<file path="src/rtl/burst_seq_gen_if.sv">
// Control and pulser-drive signal bundle for the transmit burst sequencer.
// The control block drives through the master modport and the sequencer answers through slave.
interface burst_seq_gen_if #(
  parameter int unsigned HALF_W = 6,
  parameter int unsigned CYC_W  = 5,
  parameter int unsigned NCH    = 2,
  parameter int unsigned DLY_W  = 6
);
  logic                   WR_Cfg;
  logic [HALF_W-1:0]      CFG_HALF;
  logic [CYC_W-1:0]       CFG_CYCLES;
  logic [NCH*DLY_W-1:0]   CFG_DLY;
  logic                   TRIG;
  logic                   ABORT;
  logic [NCH-1:0]         BURST_P;
  logic [NCH-1:0]         BURST_N;
  logic                   BUSY;
  logic                   DONE;

  modport master (
    output WR_Cfg, CFG_HALF, CFG_CYCLES, CFG_DLY, TRIG, ABORT,
    input  BURST_P, BURST_N, BUSY, DONE
  );

  modport slave (
    input  WR_Cfg, CFG_HALF, CFG_CYCLES, CFG_DLY, TRIG, ABORT,
    output BURST_P, BURST_N, BUSY, DONE
  );
endinterface

</file>
<file path="src/rtl/burst_seq_gen.sv">
// Multi-channel transmit burst sequencer: per-channel delayed P/N pulse trains of
// programmable half-period and cycle count, counted in CLK64 ticks.
module burst_seq_gen #(
  parameter int unsigned HALF_W = 6,
  parameter int unsigned CYC_W  = 5,
  parameter int unsigned NCH    = 2,
  parameter int unsigned DLY_W  = 6
) (
  input logic            CLK64,
  input logic            RES_n,
  burst_seq_gen_if.slave bus
);

  typedef enum logic [0:0] {StIdle, StRun} gl_st_e;
  typedef enum logic [2:0] {StOff, StWait, StDrvP, StDrvN, StFin} ch_st_e;

  gl_st_e               gl_st_q;
  ch_st_e               ch_st_q [NCH];
  logic [DLY_W-1:0]     dc_q    [NCH];
  logic [HALF_W-1:0]    hc_q    [NCH];
  logic [CYC_W-1:0]     pc_q    [NCH];

  logic [HALF_W-1:0]    half_q;
  logic [CYC_W-1:0]     cyc_q;
  logic [NCH*DLY_W-1:0] dly_q;
  logic [HALF_W-1:0]    run_half_q;

  logic [NCH-1:0]       p_q;
  logic [NCH-1:0]       n_q;
  logic                 busy_q;
  logic                 done_q;

  logic [HALF_W-1:0]    half_eff;
  logic [HALF_W-1:0]    half_rl;
  logic [NCH-1:0]       ch_last;
  logic                 all_last;

  always_comb begin
    half_eff = (half_q == '0) ? HALF_W'(1) : half_q;
    half_rl  = run_half_q - HALF_W'(1);
    ch_last  = '0;
    // A channel counts as finished when it is in FIN or leaves its final N half this edge.
    for (int c = 0; c < NCH; c++) begin
      ch_last[c] = (ch_st_q[c] == StFin) ||
                   ((ch_st_q[c] == StDrvN) && (hc_q[c] == '0) && (pc_q[c] == CYC_W'(1)));
    end
    all_last = &ch_last;
  end

  always_ff @(posedge CLK64 or negedge RES_n) begin
    if (!RES_n) begin
      gl_st_q    <= StIdle;
      half_q     <= HALF_W'(4);
      cyc_q      <= CYC_W'(4);
      dly_q      <= '0;
      run_half_q <= HALF_W'(4);
      p_q        <= '0;
      n_q        <= '0;
      busy_q     <= 1'b0;
      done_q     <= 1'b0;
      for (int c = 0; c < NCH; c++) begin
        ch_st_q[c] <= StOff;
        dc_q[c]    <= '0;
        hc_q[c]    <= '0;
        pc_q[c]    <= '0;
      end
    end else begin
      done_q <= 1'b0;

      // Burst start below reads the pre-write config because these are non-blocking.
      if (bus.WR_Cfg && !busy_q) begin
        half_q <= bus.CFG_HALF;
        cyc_q  <= bus.CFG_CYCLES;
        dly_q  <= bus.CFG_DLY;
      end

      if (bus.ABORT) begin
        gl_st_q <= StIdle;
        busy_q  <= 1'b0;
        p_q     <= '0;
        n_q     <= '0;
        for (int c = 0; c < NCH; c++) begin
          ch_st_q[c] <= StOff;
        end
      end else begin
        unique case (gl_st_q)
          StIdle: begin
            if (bus.TRIG) begin
              if (cyc_q == '0) begin
                done_q <= 1'b1;
              end else begin
                gl_st_q    <= StRun;
                busy_q     <= 1'b1;
                run_half_q <= half_eff;
                for (int c = 0; c < NCH; c++) begin
                  pc_q[c] <= cyc_q;
                  hc_q[c] <= half_eff - HALF_W'(1);
                  if (dly_q[c*DLY_W +: DLY_W] == '0) begin
                    ch_st_q[c] <= StDrvP;
                    p_q[c]     <= 1'b1;
                  end else begin
                    ch_st_q[c] <= StWait;
                    dc_q[c]    <= dly_q[c*DLY_W +: DLY_W] - DLY_W'(1);
                  end
                end
              end
            end
          end

          StRun: begin
            if (all_last) begin
              gl_st_q <= StIdle;
              busy_q  <= 1'b0;
              done_q  <= 1'b1;
              p_q     <= '0;
              n_q     <= '0;
              for (int c = 0; c < NCH; c++) begin
                ch_st_q[c] <= StOff;
              end
            end else begin
              for (int c = 0; c < NCH; c++) begin
                unique case (ch_st_q[c])
                  StWait: begin
                    if (dc_q[c] == '0) begin
                      ch_st_q[c] <= StDrvP;
                      p_q[c]     <= 1'b1;
                      hc_q[c]    <= half_rl;
                    end else begin
                      dc_q[c] <= dc_q[c] - DLY_W'(1);
                    end
                  end
                  StDrvP: begin
                    if (hc_q[c] == '0) begin
                      ch_st_q[c] <= StDrvN;
                      p_q[c]     <= 1'b0;
                      n_q[c]     <= 1'b1;
                      hc_q[c]    <= half_rl;
                    end else begin
                      hc_q[c] <= hc_q[c] - HALF_W'(1);
                    end
                  end
                  StDrvN: begin
                    if (hc_q[c] == '0) begin
                      n_q[c] <= 1'b0;
                      if (pc_q[c] == CYC_W'(1)) begin
                        ch_st_q[c] <= StFin;
                      end else begin
                        ch_st_q[c] <= StDrvP;
                        p_q[c]     <= 1'b1;
                        pc_q[c]    <= pc_q[c] - CYC_W'(1);
                        hc_q[c]    <= half_rl;
                      end
                    end else begin
                      hc_q[c] <= hc_q[c] - HALF_W'(1);
                    end
                  end
                  default: begin
                    ch_st_q[c] <= ch_st_q[c];
                  end
                endcase
              end
            end
          end

          default: begin
            gl_st_q <= StIdle;
          end
        endcase
      end
    end
  end

  assign bus.BURST_P = p_q;
  assign bus.BURST_N = n_q;
  assign bus.BUSY    = busy_q;
  assign bus.DONE    = done_q;

endmodule
</file>
<file path="src/flat_wrapper.sv">
// flat-port wrapper written by rule: the top's interface ports become plain ports
module burst_seq_gen_flat 
#(
  parameter int unsigned HALF_W = 6,
  parameter int unsigned CYC_W  = 5,
  parameter int unsigned NCH    = 2,
  parameter int unsigned DLY_W  = 6
)
  (CLK64, RES_n, bus_WR_Cfg, bus_CFG_HALF, bus_CFG_CYCLES, bus_CFG_DLY, bus_TRIG, bus_ABORT, bus_BURST_P, bus_BURST_N, bus_BUSY, bus_DONE);
  burst_seq_gen_if #(.HALF_W(HALF_W), .CYC_W(CYC_W), .NCH(NCH), .DLY_W(DLY_W)) bus_i ();
  input logic CLK64;
  input logic RES_n;
  input wire logic [$bits(bus_i.WR_Cfg)-1:0] bus_WR_Cfg;
  input wire logic [$bits(bus_i.CFG_HALF)-1:0] bus_CFG_HALF;
  input wire logic [$bits(bus_i.CFG_CYCLES)-1:0] bus_CFG_CYCLES;
  input wire logic [$bits(bus_i.CFG_DLY)-1:0] bus_CFG_DLY;
  input wire logic [$bits(bus_i.TRIG)-1:0] bus_TRIG;
  input wire logic [$bits(bus_i.ABORT)-1:0] bus_ABORT;
  output wire logic [$bits(bus_i.BURST_P)-1:0] bus_BURST_P;
  output wire logic [$bits(bus_i.BURST_N)-1:0] bus_BURST_N;
  output wire logic [$bits(bus_i.BUSY)-1:0] bus_BUSY;
  output wire logic [$bits(bus_i.DONE)-1:0] bus_DONE;
  assign bus_i.WR_Cfg = bus_WR_Cfg;
  assign bus_i.CFG_HALF = bus_CFG_HALF;
  assign bus_i.CFG_CYCLES = bus_CFG_CYCLES;
  assign bus_i.CFG_DLY = bus_CFG_DLY;
  assign bus_i.TRIG = bus_TRIG;
  assign bus_i.ABORT = bus_ABORT;
  assign bus_BURST_P = bus_i.BURST_P;
  assign bus_BURST_N = bus_i.BURST_N;
  assign bus_BUSY = bus_i.BUSY;
  assign bus_DONE = bus_i.DONE;
  burst_seq_gen #(.HALF_W(HALF_W), .CYC_W(CYC_W), .NCH(NCH), .DLY_W(DLY_W)) u_core (.CLK64(CLK64), .RES_n(RES_n), .bus(bus_i));
endmodule
</file>
<file path="config.mk">
export PLATFORM = sky130hd
export DESIGN_NAME = burst_seq_gen_flat
export DESIGN_NICKNAME = d
export VERILOG_FILES = /design/src/rtl/burst_seq_gen_if.sv /design/src/rtl/burst_seq_gen.sv /design/src/flat_wrapper.sv
export SDC_FILE = /design/constraint.sdc
export NUM_CORES = 1
export LEC_CHECK = 0
export CAP_MARGIN = 20
export CORE_MARGIN = 1
export CORE_UTILIZATION = 50
export DETAILED_ROUTE_END_ITERATION = 8
export PLACE_DENSITY_LB_ADDON = 0.12
export SYNTH_ARGS = -nofsm -noshare
export SYNTH_HDL_FRONTEND = slang
export SYNTH_SLANG_ARGS = --single-unit
</file>
<file path="constraint.sdc">
create_clock -name CLK64 -period 3.13 [get_ports CLK64]
set_input_delay 0.626 -clock CLK64 [delete_from_list [all_inputs] [get_ports CLK64]]
set_output_delay 0.626 -clock CLK64 [all_outputs]
set_load 0.1 [all_outputs]
</file>
Word-level counts from Yosys, hierarchy flattened:

Cells that the tools add are included.

* add/subtract/negate cells: 10
* $mul: 0
* divide/modulo/power cells: 0
* $lt $le $gt $ge: 0
* equality and inequality tests: 50
* shift-type cells: 0
* multiplexer cells: 91
* bitwise gates (word level): 3
* reductions and logical operators: 34

Operator list (count)
* 2-to-1 mux 6 bit: 19
* 2-to-1 mux 12 bit: 6
* case mux 12 bit (2 select lines): 2
* subtractor 6 x 1 -> 6 bit, second input constant: 8
* logical NOT 6 bit: 7
* AND reduction 7 bit: 6
* inequality test 5 bit, second input constant: 8
* case mux 6 bit (3 select lines): 2
* 2-to-1 mux 10 bit: 3
* 2-to-1 mux 5 bit: 6
* inequality test 2 bit, second input constant: 15
* 2-to-1 mux 1 bit: 24
* 2-to-1 mux 3 bit: 8
* case mux 10 bit (2 select lines): 1
* 2-to-1 mux 2 bit: 9
* case mux 3 bit (3 select lines): 2
* inequality test 4 bit, second input constant: 4
* AND reduction 8 bit: 2
* inequality test 3 bit, second input constant: 5
* equality test 3 x 2 -> 1 bit, second input constant: 4
* inequality test 6 bit, second input constant: 2
* case mux 6 bit (2 select lines): 1
* AND reduction 4 bit: 3
* AND reduction 6 bit: 2
* other kinds (19): 39

* flip-flop bits (word level): 76
* latch bits: 0
* bits in writable memories: 0
* memory bits (read-only): 0
* bits of input ports: 28
* output and inout port bits: 6
* logic and storage cells: 207
* memories: 0

Depth between registers and ports, before layout:

* depth after elaboration: 8
* mapped depth: 12
* depth with buffers taken out: 9

Worst setup path after synthesis:

OpenSTA, ideal clock, no wires.

* path type: flip-flop to flip-flop
* from: register u_core.gl_st_q
* to: register u_core.dc_q[10] (netlist name)
* setup time: 0.120 ns
* arrival time: 2.500 ns
* required time: 3.010 ns
* path slack: 0.510 ns
* stages on the path, launching flop included: 13
* path buffers: 5
* clock period less this slack: 2.620 ns
* path through: dfrtp_1 -> buf_4 -> buf_2 -> buf_2 -> buf_1 -> buf_1 -> mux2i_1 -> ha_1 -> o21a_1 -> inv_1 -> nor3_1 -> o21ai_1 -> o211a_1

* cells in the longest elaborated chain, start to end: 3
* elaborated cells on any way between the ends: 9
* classes of those cells: eq/ne: 6; mux: 1; bitwise: 1; reduce/logical: 1

Ends and longest elaborated chain
* start: declaration: RTL line burst_seq_gen.sv:17 `gl_st_e gl_st_q;`
* start signal: assignment: RTL line burst_seq_gen.sv:52 `gl_st_q <= StIdle;`
* start signal: assignment: RTL line burst_seq_gen.sv:78 `gl_st_q <= StIdle;`
* start signal: assignment: RTL line burst_seq_gen.sv:92 `gl_st_q <= StRun;`
* NOT 1 bit (no line)
* inequality test 2 bit (no line)
* AND reduction 7 bit (no line)
* end signal: indexed assignment: RTL line burst_seq_gen.sv:103 `dc_q[c] <= dly_q[c*DLY_W +: DLY_W] - DLY_W'(1);`
* end signal: indexed assignment: RTL line burst_seq_gen.sv:129 `dc_q[c] <= dc_q[c] - DLY_W'(1);`
* end: declaration: RTL line burst_seq_gen.sv:19 `logic [DLY_W-1:0] dc_q [NCH];`

Parallel ways exist; a longest one is shown, timed or not.
A chain may end at the register's enable or synchronous reset.

Worst setup path in the final report:

* from: register u_core.hc_q[0] (netlist name)
* to: register u_core.ch_st_q[3] (netlist name)

* cells in the longest elaborated chain, start to end: 8
* elaborated cells on any way between the ends: 13
* classes of those cells: eq/ne: 4; mux: 3; reduce/logical: 6

Ends and longest elaborated chain
* start: declaration: RTL line burst_seq_gen.sv:20 `logic [HALF_W-1:0] hc_q [NCH];`
* start signal: indexed assignment: RTL line burst_seq_gen.sv:97 `hc_q[c] <= half_eff - HALF_W'(1);`
* start signal: indexed assignment: RTL line burst_seq_gen.sv:127 `hc_q[c] <= half_rl;`
* start signal: indexed assignment: RTL line burst_seq_gen.sv:137 `hc_q[c] <= half_rl;`
* logical NOT 6 bit *: RTL line burst_seq_gen.sv:45 `((ch_st_q[c] == StDrvN) && (hc_q[c] == '0) && (pc_q[c] == CYC_W'(1)));`
* logical AND 1 bit * (2 in series): RTL line burst_seq_gen.sv:45
* logical OR 1 bit *: RTL line burst_seq_gen.sv:44 `ch_last[c] = (ch_st_q[c] == StFin) ||`
* AND reduction 2 bit *: RTL line burst_seq_gen.sv:47 `all_last = &ch_last;`
* 2-to-1 mux 6 bit: RTL line burst_seq_gen.sv:111 `if (all_last) begin`
* case mux 6 bit (2 select lines): RTL line burst_seq_gen.sv:86 `unique case (gl_st_q)`
* 2-to-1 mux 6 bit: RTL line burst_seq_gen.sv:77 `if (bus.ABORT) begin`
* end signal: indexed assignment: RTL line burst_seq_gen.sv:83 `ch_st_q[c] <= StOff;`
* end signal: indexed assignment: RTL line burst_seq_gen.sv:99 `ch_st_q[c] <= StDrvP;`
* end signal: indexed assignment: RTL line burst_seq_gen.sv:118 `ch_st_q[c] <= StOff;`
* end: declaration: RTL line burst_seq_gen.sv:18 `ch_st_e ch_st_q [NCH];`

Mark *: on every way between the ends. The rest lies on a longest branch, timed or not.

==> metrics.txt <==
CTS tree built; final hold slack 254 ps; Antenna Violating Nets Remaining 0; Placement Rows 35; slew margin rel. 50.1%; Die X 100 µm; total of max-cap violations 0; critical setup path kind register to register; Pleak 2.25 nW; Starting Density 51.8%; CP required 3370 ps; Top FF cell, synth dfrtp_1; RSZ-0062 raised after global routing false; CP max stage delay 480 ps; period utilization 85.8%; Buf/Inv on CP 1; outcome complete, no violations; FMAX 373 MHz; CTS Buffer Depth 2; number of synthesized flops with an enable pin 0; total congestion overflow 0; share of the synthesized area in the top cell type 38.0%; largest net degree at the start of global routing 46; initial DRC count 266; Gate Count Post-Synth 511; combinational fraction of design power 37.1%; CTS Buf Count 9; number of global-route vias before repair 3,802; sequential share of power 41.9%; initial antenna violation count 0; Filler cells 822; Slew @ Worst Pin 746 ps; worst reg2reg startpoint u_core.hc_q[0]; worst min path class primary input to async pin; Total GRT Usage 24.6%; Internal 2.42 mW; share of cells above drive strength 1 16.7%; Post-Syn Area 4810 µm²; overall power 4.00 mW; gp weighted congestion 0.934; synth top area cells dfrtp_1 (38%), mux2_2 (6.8%), nand2_1 (4.3%); dpl hpwl 8290 µm; CTS Sinks 76; Worst-Skew Late Latency 360 ps; Crit-path slowest cell nor3b_1; fin crit period 2680 ps; switching share of power 39.5%; Seq cells post-synth 76; sequential element share of the synthesized area 39.6%; CTS resizes 0; Net Sw Power 1.58 mW; clock share of power 21.0%; critical path's top delay family simple AND/OR/NAND/NOR gates; num ports 34; die height 100 µm; CTS H-tree lvls 3; Initial DRT Pass Iterations 8; Clock Skews 15.2 ps; WL/cell 16.5 µm; Pwr Density 728 nW/µm²; post-DR vias/cell 5.89; die area 10,000 µm²; DRC Markers 0; final setup violation count 0; Synth async-reset ratio 100%; first-pass GRT wire length 19,200 µm; synth unique cells 77; Critical Path End Type register; CP cell instances inv_1 > ha_1 > nor3b_1 > nand4_2 > a22oi_1 > o31ai_1 > a21oi_2 > mux2_2; IO Port Bufs 33; root buf cell clkbuf_8; Post-CTS Setup Bufs 0; top-count cell post-synth dfrtp_1; syn avg cell area 9.41 µm²; YS warnings 0; worst vdd ir 0.295 mV; Layout area overhead 14.3%; post-synth net total 550; # hold bufs at CTS 0; NumNets Final 586; synth cell count leaders dfrtp_1 (73), nand2_1 (55), nor2_1 (42); Post-Route Setup TNS 0 ps; final hold viol count 0; routed wire length 11,300 µm; cell taking the most area after synthesis dfrtp_1; core area 9280 µm²; Setup crit start kind register; clock-pin slew on the worst setup and hold paths 90 ps; worst setup path start u_core.hc_q[0]; Slew Viols, Final 0; Worst Path Max Fanout 4; vias 4,008; Post-Route Utilization 59.2%; WP data arrival 2920 ps; n_diodes 0
## state kept, by name (all words and copies together) (netlist names)
signal and flops:
u_core.cyc_q 5, u_core.dc_q 12, u_core.hc_q 12, u_core.ch_st_q 6, u_core.pc_q 10, u_core.run_half_q 6, u_core.half_q 6, u_core.bus.BURST_N 2
u_core.gl_st_q 1, u_core.bus.BUSY 1, u_core.dly_q 12, u_core.bus.BURST_P 2, u_core.bus.DONE 1
## power groups by stage
stage / clock [mW] / sequential [mW] / combinational [mW]
2_1_floorplan: 0 / 1.63 / 1.13
3_3_place_gp: 0 / 1.68 / 1.45
3_5_place_dp: 0 / 1.69 / 1.48
4_1_cts: 0.856 / 1.67 / 1.48
5_1_grt: 0.892 / 1.73 / 1.67
6_report: 0.839 / 1.68 / 1.48
## routing by layer
metal	up-vias	track usage [%]	wire, µm
li1	1921	-	-
met1	1959	35.5	5410
met2	116	38.7	5180
met3	12	3.34	516
met4	0	7.13	142
met5	-	0	0
## final timing paths
| kind | to | slack (ps) | cells past startpoint |
|---|---|---|---|
| min | u_core.hc_q[1] | 250 | 1 |
| max in group asynchronous | u_core.run_half_q[2] | 2110 | 2 |
| min reg2reg | u_core.run_half_q[2] | 490 | 2 |
| min in group CLK64 | u_core.run_half_q[2] | 490 | 2 |
| max | u_core.ch_st_q[3] | 450 | 8 |
| max reg2reg | u_core.ch_st_q[3] | 450 | 8 |
## metrics by stage
stage	setup WS (ps)	std cells	area, µm²
after floorplan	510	511	4810
after global placement	350	665	5280
after detailed placement	315	665	5280
after CTS	497	681	5500
after global routing	298	681	5500
final	446	681	5500
## cell type report
type                    count  area, µm²  area share (%)
repair buffers             47        418            7.60
well taps                 129        161            2.94
flip-flops and latches     76       1910            34.7
clock inverters             6       88.8            1.62
multi-input cells         388       2700            49.1
inverters                  25       93.8            1.71
clock buffers              10        128            2.32
## placed cells by master (no fill, tap or decap), types with 4 or more instances in the layout
cell type        synthesis  routed
a21oi_1                 38      38
a31oi_1                  4       4
buf_4                    1      21
clkbuf_8                 0       9
clkdlybuf4s50_1          0      26
dfrtp_1                 73      72
ha_1                    11      11
inv_1                   23      23
mux2_2                  29      29
mux2i_1                 18      18
nand2_1                 55      55
nand2b_1                 6       6
nand3_1                  4       4
nand3b_1                 4       4
nor2_1                  42      42
nor3_1                  20      20
nor3b_1                  5       5
nor4_1                   6       6
o211ai_1                 6       6
o21a_1                   6       6
o21ai_0                 28      28
or3_1                    5       5
xnor2_1                 10      10
xor2_1                  12      12
## kinds of logic (layout without fill, tap and decap cells)
logic type	count (synthesis)	count (layout)	synth area share, %
AOI/OAI and AO/OA	129	129	18.5
xor gates and xnor gates	22	22	4.01
adders and majority gates	11	11	2.86
buffers and inverters	47	88	4.27
DFF	76	76	39.6
muxes	49	49	11.0
and+or+nand+nor	177	177	19.7
Power figures use the tool's default switching activity.
